File: src/rtl/cpu_pkg.sv
// Shared CPU definitions used by the prefetch queue: reset vector, code byte type,
// count-width helper and a saturating statistics increment.
package cpu_pkg;

    localparam logic [31:0] RESET_ADDR_DEFAULT = 32'h0000_FFFC;

    localparam int CODE_BYTE_W = 8;
    typedef logic [CODE_BYTE_W-1:0] code_byte_t;

    localparam int STAT_W = 16;

    // Bits needed to hold a count from 0 to n inclusive.
    function automatic int cnt_width(input int n);
        return $clog2(n + 1);
    endfunction

    function automatic logic [STAT_W-1:0] sat_inc(input logic [STAT_W-1:0] v);
        return (v == '1) ? v : v + STAT_W'(1);
    endfunction

endpackage

File: src/rtl/prefetch_ram.sv
// Circular code-byte storage for the prefetch queue: one write port and
// PEEK_W asynchronous read ports at consecutive addresses starting from head.
module prefetch_ram #(
    parameter int DEPTH  = 8,
    parameter int DATA_W = 8,
    parameter int PEEK_W = 3,
    localparam int PTR_W = $clog2(DEPTH)
) (
    input  logic                           i_clk,
    input  logic                           i_we,
    input  logic [PTR_W-1:0]               i_waddr,
    input  logic [DATA_W-1:0]              i_wdata,
    input  logic [PTR_W-1:0]               i_head,
    output logic [PEEK_W-1:0][DATA_W-1:0]  o_rd
);

    logic [DATA_W-1:0] r_mem [DEPTH];

    // NOTE: the array has no reset; stale entries are never visible because the
    // controller masks every read slot at or beyond the valid count.
    always_ff @(posedge i_clk) begin
        if (i_we) begin
            r_mem[i_waddr] <= i_wdata;
        end
    end

    // Index arithmetic is PTR_W bits wide, so it wraps around the ring for free.
    always_comb begin
        for (int k = 0; k < PEEK_W; k++) begin
            o_rd[k] = r_mem[PTR_W'(i_head + PTR_W'(k))];
        end
    end

endmodule

File: src/rtl/cpu_prefetch_queue.sv
// Decoupled instruction prefetcher: streams code bytes into a ring ahead of the PC.
// Optional PREFETCH_STATS_EN adds saturating flush and starve counters.
module cpu_prefetch_queue
    import cpu_pkg::*;
#(
    parameter int                 ADDR_W     = 32,
    parameter int                 DATA_W     = 8,
    parameter int                 DEPTH      = 8,
    parameter int                 PEEK_W     = 3,
    parameter logic [ADDR_W-1:0]  RESET_ADDR = ADDR_W'(RESET_ADDR_DEFAULT),
    localparam int                CNT_W      = cnt_width(DEPTH),
    localparam int                CONS_W     = cnt_width(PEEK_W)
) (
    input  logic                      i_cpu_clk,
    input  logic                      i_rst,
    output logic                      o_mem_req,
    output logic [ADDR_W-1:0]         o_mem_addr,
    input  logic [DATA_W-1:0]         i_mem_data,
    input  logic                      i_mem_ready,
    output logic [PEEK_W*DATA_W-1:0]  o_q_data,
    output logic [CNT_W-1:0]          o_q_count,
    output logic [ADDR_W-1:0]         o_q_pc,
    input  logic [CONS_W-1:0]         i_consume,
    output logic                      o_underflow,
    input  logic                      i_flush,
    input  logic [ADDR_W-1:0]         i_flush_addr
`ifdef PREFETCH_STATS_EN
    ,
    output logic [STAT_W-1:0]         o_flush_cnt,
    output logic [STAT_W-1:0]         o_starve_cnt
`endif
);

    localparam int PTR_W = $clog2(DEPTH);

    logic [PTR_W-1:0]                r_head;
    logic [PTR_W-1:0]                r_tail;
    logic [CNT_W-1:0]                r_count;
    logic [ADDR_W-1:0]               r_fa;
    logic [ADDR_W-1:0]               r_mem_addr;
    logic [ADDR_W-1:0]               r_q_pc;
    logic                            r_req;
    logic                            r_discard;
    logic                            r_underflow;

    logic                            w_complete;
    logic                            w_push;
    logic                            w_open_next;
    logic                            w_req_next;
    logic [CNT_W-1:0]                w_cons_req;
    logic [CNT_W-1:0]                w_cons;
    logic [CNT_W-1:0]                w_count_next;
    logic [ADDR_W-1:0]               w_fa_next;
    logic [PEEK_W-1:0][DATA_W-1:0]   w_rd;

    // The open request doubles as the pending flag: o_mem_req stays high until ready.
    always_comb begin
        w_complete  = r_req && i_mem_ready;
        w_push      = w_complete && !r_discard && !i_flush;
        w_cons_req  = CNT_W'(i_consume);
        w_cons      = (w_cons_req > r_count) ? r_count : w_cons_req;
        w_open_next = r_req && !i_mem_ready;

        if (i_flush) begin
            w_count_next = '0;
        end else begin
            w_count_next = r_count + CNT_W'(w_push) - w_cons;
        end

        // A discarded completion must not advance fa: it already holds the flush target.
        if (i_flush) begin
            w_fa_next = i_flush_addr;
        end else if (w_complete && !r_discard) begin
            w_fa_next = r_fa + ADDR_W'(1);
        end else begin
            w_fa_next = r_fa;
        end

        w_req_next = w_open_next || (w_count_next < CNT_W'(DEPTH));
    end

    // NOTE: every state register uses non-blocking assignments so all of them
    // update from the same pre-edge values computed in the block above.
    always_ff @(posedge i_cpu_clk or posedge i_rst) begin
        if (i_rst) begin
            r_head      <= '0;
            r_tail      <= '0;
            r_count     <= '0;
            r_fa        <= RESET_ADDR;
            r_mem_addr  <= RESET_ADDR;
            r_q_pc      <= RESET_ADDR;
            r_req       <= 1'b0;
            r_discard   <= 1'b0;
            r_underflow <= 1'b0;
        end else begin
            r_req   <= w_req_next;
            r_fa    <= w_fa_next;
            r_count <= w_count_next;
            if (!w_open_next) begin
                r_mem_addr <= w_fa_next;
            end
            if (w_push) begin
                r_tail <= r_tail + PTR_W'(1);
            end
            if (i_flush) begin
                r_head      <= r_tail;
                r_q_pc      <= i_flush_addr;
                r_discard   <= w_open_next;
                r_underflow <= 1'b0;
            end else begin
                r_head      <= r_head + PTR_W'(w_cons);
                r_q_pc      <= r_q_pc + ADDR_W'(w_cons);
                r_underflow <= (w_cons_req > r_count);
                if (w_complete) begin
                    r_discard <= 1'b0;
                end
            end
        end
    end

    prefetch_ram #(
        .DEPTH  (DEPTH),
        .DATA_W (DATA_W),
        .PEEK_W (PEEK_W)
    ) u_ram (
        .i_clk   (i_cpu_clk),
        .i_we    (w_push),
        .i_waddr (r_tail),
        .i_wdata (i_mem_data),
        .i_head  (r_head),
        .o_rd    (w_rd)
    );

    always_comb begin
        o_q_data = '0;
        for (int k = 0; k < PEEK_W; k++) begin
            if (CNT_W'(k) < r_count) begin
                o_q_data[k*DATA_W +: DATA_W] = w_rd[k];
            end
        end
    end

    assign o_mem_req   = r_req;
    assign o_mem_addr  = r_mem_addr;
    assign o_q_count   = r_count;
    assign o_q_pc      = r_q_pc;
    assign o_underflow = r_underflow;

`ifdef PREFETCH_STATS_EN
    logic [STAT_W-1:0] r_flush_cnt;
    logic [STAT_W-1:0] r_starve_cnt;

    // A flush cycle is never counted as starvation, even though the queue empties.
    always_ff @(posedge i_cpu_clk or posedge i_rst) begin
        if (i_rst) begin
            r_flush_cnt  <= '0;
            r_starve_cnt <= '0;
        end else if (i_flush) begin
            r_flush_cnt <= sat_inc(r_flush_cnt);
        end else if (r_count < CNT_W'(PEEK_W)) begin
            r_starve_cnt <= sat_inc(r_starve_cnt);
        end
    end

    assign o_flush_cnt  = r_flush_cnt;
    assign o_starve_cnt = r_starve_cnt;
`endif

endmodule

File: config.mk
export PLATFORM = sky130hd
export DESIGN_NAME = cpu_prefetch_queue
export DESIGN_NICKNAME = d
export VERILOG_FILES = /design/src/rtl/cpu_pkg.sv /design/src/rtl/prefetch_ram.sv /design/src/rtl/cpu_prefetch_queue.sv
export SDC_FILE = /design/constraint.sdc
export NUM_CORES = 1
export LEC_CHECK = 0
export ABC_AREA = 1
export BUFFER_PORTS_ARGS = -buffer_cell sky130_fd_sc_hd__clkbuf_2
export CAP_MARGIN = 20
export CORE_UTILIZATION = 45
export DETAILED_ROUTE_END_ITERATION = 6
export PLACE_DENSITY = 0.77
export SYNTH_ARGS = -nofsm -noshare
export SYNTH_HDL_FRONTEND = slang
export SYNTH_SLANG_ARGS = --single-unit
File: constraint.sdc
create_clock -name i_cpu_clk -period 3.2 [get_ports i_cpu_clk]
set_input_delay 0.64 -clock i_cpu_clk [delete_from_list [all_inputs] [get_ports i_cpu_clk]]
set_output_delay 0.64 -clock i_cpu_clk [all_outputs]
set_load 0.005 [all_outputs]
==> summary.md, run 1 <==
| Metric | Value |
|---|---|
| Outcome | completed |
| Die Wd | 148 um |
| Distinct cells, synth | 43 |
| H-tree depth | 4 |
| GR Util met3 | 4.07% |
| Clock Skews | ~0.011 ns |
| Core area | 20500 um^2 |
| Most frequent cells in the layout | nand2_1, clkbuf_2, inv_1, nor2_1, o21ai_0 |
| Syn nets | 1246 |
| PwrDens | just under 800 nW/um^2 |
| Share of cells above drive strength 1 | 22.4% |
| Clock Sinks | roughly 170 |
| Most common cell after layout, fill and taps aside | nand2_1 |
| Root Buffer | clkbuf_16 |
| Register area | 4700 um^2 |
| Largest net degree at the start of global routing | 110 |
| Cts bufs inserted | 17 |
| Hpwl dp | 19600 um |
| Clock latency on the worst-skew pair | between 0.4 and 0.5 ns |
| Syn avg cell area | 8.08 um^2 |
| Hold buffers post-CTS | 0 |
| Net total in the final layout | 1400 |
| Final Slew Violations | 0 |
| Worst slack at placement | -0.191 ns |
| First-pass GRT wire length | around 43000 um |
| Grt met1 use | 33.3% |
| Sequential fraction of the synthesis area | 49.3% |
| Worst Setup Path Type | flop to output port |
| Routed Wire Length | 26800 um |
| Worst R2R Start | o_q_count[1]$_DFF_PP0_ |
| CTS tree | yes |
| Worst setup path start | r_head[1]$_DFF_PP0_ |
| Antenna violations before repair | 0 |
| Max Clk Rate | between 300 and 400 MHz |
| Min Tclk post-route | between 2 and 3 ns |
| Multi-input gate area | 4240 um^2 |
| CP Launch Type | flop |
| CP top delay family | compound AO/OA/AOI/OAI gates |
| Starting density of the core | 46.5% |
| Post-Place Cells | 1584 |
| Routed vias | between 8000 and 9000 |
| Final Hold Violating Endpoints | 0 |
| Worst Tran Pin Value | 0.661 ns |
| Critical path destination | o_q_data[12] |
| Max-cap violations | 0 |
| Final hold slack | ~0.34 ns |
| Leakage | 5.15 nW |
| M2 GR Usage | 40.6% |
| Worst vdd ir | 0.467 mV |
| Diodes inserted | 0 |
| WP depth | 8 |
| Detailed Route Iter0 Violations | 609 |
| Routability congestion estimate | 0.939 |
| Yosys reg bits | 173 |
| WP data required | 2.56 ns |
| Busiest grt layer | met2 |
| HP Class | primary input to async pin |
| Crit-path cells | ha_1 -> buf_4 -> a21oi_1 -> o21ai_0 -> o21ai_0 -> o21ai_0 -> a31oi_1 -> clkbuf_2 |
| Vias in the first global route | 8453 |
| Router iterations before antenna repair | 5 |
| Vias per cell | 5.44 |
| CP max FO | 12 |
| IO Count | 140 |
| Final WS setup | 0.233 ns |
| Slowest cell on crit path | dfrtp_1 |
| Reg2Reg Setup Slack | 0.25 ns |
| Crit path buf inv count | 2 |
| Mapped Area | 9540 um^2 |
| Die H | 148 um |
| Gate Count Post-Synth | 1181 |
| Crit path largest cell delay | roughly 0.54 ns |
| Capturing point of the worst reg2reg path | o_q_pc[24]$_DFF_PP0_ |
| Setup crit end kind | output port |
| Worst-path clk slew | 0.07 ns |
| Buffer levels on the longest clock path | 2 |
| Worst Path Arrival | 2.33 ns |
| Setup TNS | 0 ns |
| Row Count | 52 |
| Final period utilization | 92.7% |
| YS warnings | 0 |
| Post-Layout Cell Count | 1617 |
| FF-to-FF path depth | 21 |
| # DRC | 0 |
| Critical path's most frequent cell | o21ai_0 |
| Layout area overhead | 18.8% |
| Die area | between 20000 and 25000 um^2 |
| Setup violators final | 0 |
| Grt total ovfl | 0 |
| # fillers | 1844 |
| Gr usage total | roughly a quarter |
| Port buffer count | approximately 140 |
| Worst slew margin | a little under three fifths |
| Post-route ant nets | 0 |
| Avg WL per Cell | 16.6 um |
[registers in the layout, summed over array words and instances (netlist names)]
| register | flops |
|---|---|
| r_discard | 1 |
| r_fa | 32 |
| r_head | 3 |
| u_ram.r_mem | 64 |
| r_tail | 3 |
| o_mem_req | 1 |
| o_underflow | 1 |
| o_q_pc | 32 |
| o_mem_addr | 32 |
| o_q_count | 4 |
[where the power goes]
| part | leakage, nW | switching, W | internal (W) |
|---|---|---|---|
| Clock | 0.289 | 0.000919 | 0.00124 |
| Combinational | 3.03 | 0.00224 | 0.00143 |
| Sequential | 1.83 | 0.000331 | 0.00274 |
| Total | 5.15 | 0.00349 | 0.00542 |
[metal layers]
layer / vias to the layer above / routed length, um
met2: 413 / 12700
met5: - / 0
met3: 73 / 1990
met1: 4114 / 11200
met4: 0 / 957
li1: 4199 / -
[worst min path at each step]
stage / startpoint / endpoint / slack (ns)
floorplan: o_mem_addr[10]$_DFFE_PP1N_ / o_mem_addr[10]$_DFFE_PP1N_ / 0.46
global placement: o_mem_addr[14]$_DFFE_PP1N_ / o_mem_addr[14]$_DFFE_PP1N_ / 0.46
detailed placement: o_mem_addr[8]$_DFFE_PP1N_ / o_mem_addr[8]$_DFFE_PP1N_ / 0.46
CTS: i_rst / o_mem_addr[16]$_DFFE_PP0N_ / 0.39
global route: i_rst / o_mem_addr[1]$_DFFE_PP0N_ / 0.41
finish: i_rst / o_q_pc[0]$_DFF_PP0_ / 0.34
[metrics by stage]
stage	area, um^2	utilization [%]	power, W
2_1_floorplan	9540	-	0.00527
4_1_cts	11300	55.0	0.00887
5_1_grt	11300	55.3	0.00953
3_5_place_dp	10700	52.0	0.00669
3_3_place_gp	10700	52.0	0.00657
6_report	11300	55.3	0.00891
[cell type report]
type / count / share of cell area [%]
clock buffers: 18 / 3.79
clock inverters: 13 / 1.55
repair buffers: 174 / 8.78
well taps: 270 / 2.98
multi-input cells: 851 / 37.4
flip-flops and latches: 173 / 41.5
inverters: 118 / 3.97
[worst reg2reg max path, stage by stage, from the launching register on]
cell and delay (ns):
dfrtp_1 0.39, inv_2 0.07, ha_1 0.29, inv_1 0.04, o21bai_1 0.12, nand2_1 0.10, inv_2 0.08, nand2_1 0.06
o21ai_2 0.08, ha_2 0.22, inv_1 0.05, fa_1 0.36, inv_1 0.10, nand3_1 0.08, nand2_2 0.13, nand2_2 0.09
inv_1 0.10, nand4_1 0.17, nor2_1 0.15, nand2_1 0.05, nand3_1 0.08, nand2_1 0.05
[cell families after synthesis]
group / after synthesis / share of synthesized area, %
simple gates: 600 / 26.8
compound gates: 208 / 12.4
flops: 173 / 49.3
buf+inv: 157 / 6.43
fa+ha+maj: 19 / 2.73
xor+xnor: 18 / 1.65
mux: 6 / 0.630
[repair_timing]
action                                  4_1_cts  5_1_grt
hold endpoints to repair                      0        0
buffers inserted                              0        1
resized for setup                             1       12
endpoints found under the setup margin        1       27
pin swaps                                     0        2
[Yosys cell counts (all sizes together)]
cell type,number,area (um^2)
a41oi,7,61.3
edfxtp,64,1920
nand4,19,119
nor3,11,60.1
inv,116,435
clkinv,2,7.51
fa,3,60.1
xnor2,5,43.8
nand3b,5,37.5
a22o,1,8.76
nor3b,1,7.51
nand2,375,1420
nand3,59,328
dfstp,42,1100
or2,9,56.3
dfrtp,67,1680
o21bai,8,60.1
a21o,1,7.51
o22ai,14,100
ha,16,200
o211ai,9,67.6
a31oi,16,100
a21oi,42,210
a21boi,1,7.51
nor2,121,532
clkbuf,24,90.1
buf,15,80.1
xor2,13,114
o21ai,109,561
mux2i,6,60.1
No activity file was read; power rests on OpenSTA's default activity.
==> run 2: changes to the inputs <==
==> constraint.sdc (replaced) <==
create_clock -name i_cpu_clk -period 3.2 [get_ports i_cpu_clk]
set_input_delay 0.48 -clock i_cpu_clk [delete_from_list [all_inputs] [get_ports i_cpu_clk]]
set_output_delay 0.48 -clock i_cpu_clk [all_outputs]
set_load 0.005 [all_outputs]
==> summary.md, run 2 (synthesized netlist as in run 1, its figures left out) <==
| Metric | Value |
|---|---|
| Outcome | completed (unchanged) |
| Gr usage total | 24.6% (was 25.1%) |
| Max Clk Rate | 333 MHz (was 337 MHz) |
| Avg WL per Cell | 16.3 um (was 16.6 um) |
| Post-Route Utilization | 55.0% (was 55.3%) |
| Grt met1 use | 32.9% (was 33.3%) |
| # fillers | 1867 (was 1844) |
| Routability congestion estimate | 0.913 (was 0.939) |
| H-tree depth | 4 (unchanged) |
| Final Hold Violating Endpoints | 0 (unchanged) |
| Worst setup path start | r_head[0]$_DFF_PP0_ (was r_head[1]$_DFF_PP0_) |
| CP Launch Type | flop (unchanged) |
| Net total in the final layout | 1393 (was 1400) |
| Die H | 148 um (unchanged) |
| CP max FO | 42 (was 12) |
| Register area | 4700 um^2 (unchanged) |
| Buffer levels on the longest clock path | 2 (unchanged) |
| Detailed Route Iter0 Violations | 674 (was 609) |
| Max FFs per register | 64 (unchanged) |
| Post-route ant nets | 0 (unchanged) |
| Crit path buf inv count | 3 (was 2) |
| Setup TNS | 0 ns (unchanged) |
| Max-cap violations | 0 (unchanged) |
| Final Slew Violations | 0 (unchanged) |
| Setup violators final | 0 (unchanged) |
| Clock Sinks | 173 (unchanged) |
| Die Wd | 148 um (unchanged) |
| Crit path largest cell delay | 0.42 ns (was 0.54 ns) |
| Root Buffer | clkbuf_16 (unchanged) |
| Routed Wire Length | 26300 um (was 26800 um) |
| PwrDens | 780 nW/um^2 (was 786 nW/um^2) |
| Multi-input gate area | 4250 um^2 (was 4240 um^2) |
| GR Util met3 | 3.98% (was 4.07%) |
| Port buffer count | 139 (unchanged) |
| NetSw | 0.00355 W (was 0.00349 W) |
| IO Count | 140 (unchanged) |
| FF-to-FF path depth | 20 (was 21) |
| HP Class | primary input to async pin (unchanged) |
| Worst Setup Path Type | flop to output port (unchanged) |
| CP top delay family | buffers and inverters (was compound AO/OA/AOI/OAI gates) |
| Combinational share of power | 41.4% (was 41.3%) |
| Worst Path Arrival | 2.52 ns (was 2.33 ns) |
| Slowest cell on crit path | clkinv_2 (was dfrtp_1) |
| Router iterations before antenna repair | 6 (was 5) |
| Clock share of power | 23.7% (was 24.3%) |
| Crit-path cells | buf_4 -> clkinv_2 -> a21oi_1 -> o21ai_0 -> o21ai_0 -> o21ai_0 -> a31oi_1 -> clkbuf_2 (was ha_1 -> buf_4 -> a21oi_1 -> o21ai_0 -> o21ai_0 -> o21ai_0 -> a31oi_1 -> clkbuf_2) |
| Largest net degree at the start of global routing | 110 (unchanged) |
| Worst Tran Pin Value | 0.921 ns (was 0.661 ns) |
| Busiest grt layer | met2 (unchanged) |
| Layout area overhead | 18.2% (was 18.8%) |
| M2 GR Usage | 39.3% (was 40.6%) |
| Routed vias | 8662 (was 8799) |
| Min Tclk post-route | 3.00 ns (was 2.97 ns) |
| Vias per cell | 5.38 (was 5.44) |
| Hold buffers post-CTS | 0 (unchanged) |
| Most common cell after layout, fill and taps aside | nand2_1 (unchanged) |
| WP data required | 2.72 ns (was 2.56 ns) |
| Pint | 0.00524 W (was 0.00542 W) |
| # DRC | 0 (unchanged) |
| Row Count | 52 (unchanged) |
| Capturing point of the worst reg2reg path | o_q_pc[26]$_DFF_PP0_ (was o_q_pc[24]$_DFF_PP0_) |
| Setup crit end kind | output port (unchanged) |
| Sequential power share | 34.9% (was 34.5%) |
| Vias in the first global route | 8061 (was 8453) |
| Final period utilization | 93.8% (was 92.7%) |
| Clock latency on the worst-skew pair | 0.44 ns (about the same) |
| Die area | 21800 um^2 (unchanged) |
| Share of cells above drive strength 1 | 22.2% (was 22.4%) |
| Clock Skews | 0.0145 ns (was 0.0109 ns) |
| Most flops, register | u_ram.r_mem (unchanged) |
| Core area | 20500 um^2 (unchanged) |
| Reg2Reg Setup Slack | 0.26 ns (was 0.25 ns) |
| Net Sw Frac | 40.4% (was 39.2%) |
| Leakage | 5.12 nW (was 5.15 nW) |
| Diodes inserted | 0 (unchanged) |
| Critical path's most frequent cell | o21ai_0 (unchanged) |
| Antenna violations before repair | 1 (was 0) |
| First-pass GRT wire length | 41600 um (was 42700 um) |
| Worst vdd ir | 0.437 mV (was 0.467 mV) |
| CTS tree | yes (unchanged) |
| Cts bufs inserted | 17 (unchanged) |
| Worst slew margin | 38.4% (was 55.8%) |
| Hpwl dp | 19200 um (was 19600 um) |
| Grt total ovfl | 0 (unchanged) |
| Starting density of the core | 46.5% (unchanged) |
| Most frequent cells in the layout | nand2_1, clkbuf_2, inv_1, nor2_1, o21ai_0 (unchanged) |
| Worst-path clk slew | 0.07 ns (about the same) |
| Worst R2R Start | o_q_count[1]$_DFF_PP0_ (unchanged) |
-- run 2: cell count changes in the layout (fill, tap and decap cells not counted), sizes merged --
cell	previous run	this run
buf	35	28
clkinv	2	6
bufinv	3	0
clkinvlp	4	2
inv	122	124
-- run 2: what timing repair did --
action | 4_1_cts | 5_1_grt
endpoints found under the hold margin | 0 | 0
buffers inserted | 0 | 1
pin swaps | 0 | 3
resized for setup | 1 | 14
endpoints found under the setup margin | 6 | 15
gates cloned | 0 | 0
-- run 2: power by group through the flow --
stage                     Clock (W)  Sequential, W  Combinational (W)
after floorplan                   0        0.00302            0.00225
after global placement            0        0.00308            0.00344
after detailed placement          0        0.00309            0.00354
after CTS                   0.00211        0.00306            0.00356
after global routing        0.00220        0.00311            0.00408
final                       0.00208        0.00307            0.00364
-- run 2: per-layer routing --
metal | up-vias | routed length (um)
li1 | 4189 | -
met1 | 4038 | 11000
met4 | 2 | 901
met2 | 370 | 12300
met3 | 63 | 2030
met5 | - | 9
-- run 2: how the worst max path moves through the flow --
stage	to	slack, ns	depth (start not counted)
detailed placement	o_q_pc[26]$_DFF_PP0_	-0.07	19
global route	o_q_pc[24]$_DFF_PP0_	-0.004	21
global placement	o_q_pc[24]$_DFF_PP0_	0.04	20
CTS	o_q_pc[24]$_DFF_PP0_	0.06	19
finish	o_q_data[11]	0.20	8
floorplan	o_q_pc[26]$_DFF_PP0_	0.29	19
-- run 2: worst register-to-register path, cell delays in order (launching register included) --
cell and delay (ns):
dfrtp_1 0.36, inv_2 0.06, ha_1 0.31, inv_1 0.05, o21bai_1 0.12, nand2_1 0.09
inv_1 0.10, nand2_1 0.07, o21ai_2 0.08, ha_2 0.20, inv_1 0.05, fa_1 0.37
inv_2 0.08, nand3_1 0.08, nand2_2 0.12, nand2_2 0.10, nor2_1 0.21, nand2_1 0.10
xor2_1 0.15, nand2_1 0.06, nand2_1 0.05
-- run 2: area by class of cell --
cell class              count  area share [%]
clock buffers              18            4.00
flip-flops and latches    173            41.7
clock inverters            14            1.28
inverters                 118            3.98
repair buffers            167            8.33
multi-input cells         851            37.7
well taps                 270            3.00
-- run 2: metrics by stage --
stage | power [W] | cell area (um^2) | setup WS [ns] | instances | hold WS [ns]
detailed placement | 0.00662 | 10600 | -0.0711 | 1577 | 0.457
global route | 0.00938 | 11300 | -0.00420 | 1611 | 0.248
global placement | 0.00653 | 10600 | 0.0414 | 1577 | 0.458
floorplan | 0.00527 | 9540 | 0.286 | 1181 | 0.457
finish | 0.00878 | 11300 | 0.198 | 1611 | 0.196
CTS | 0.00873 | 11200 | 0.0553 | 1609 | 0.228
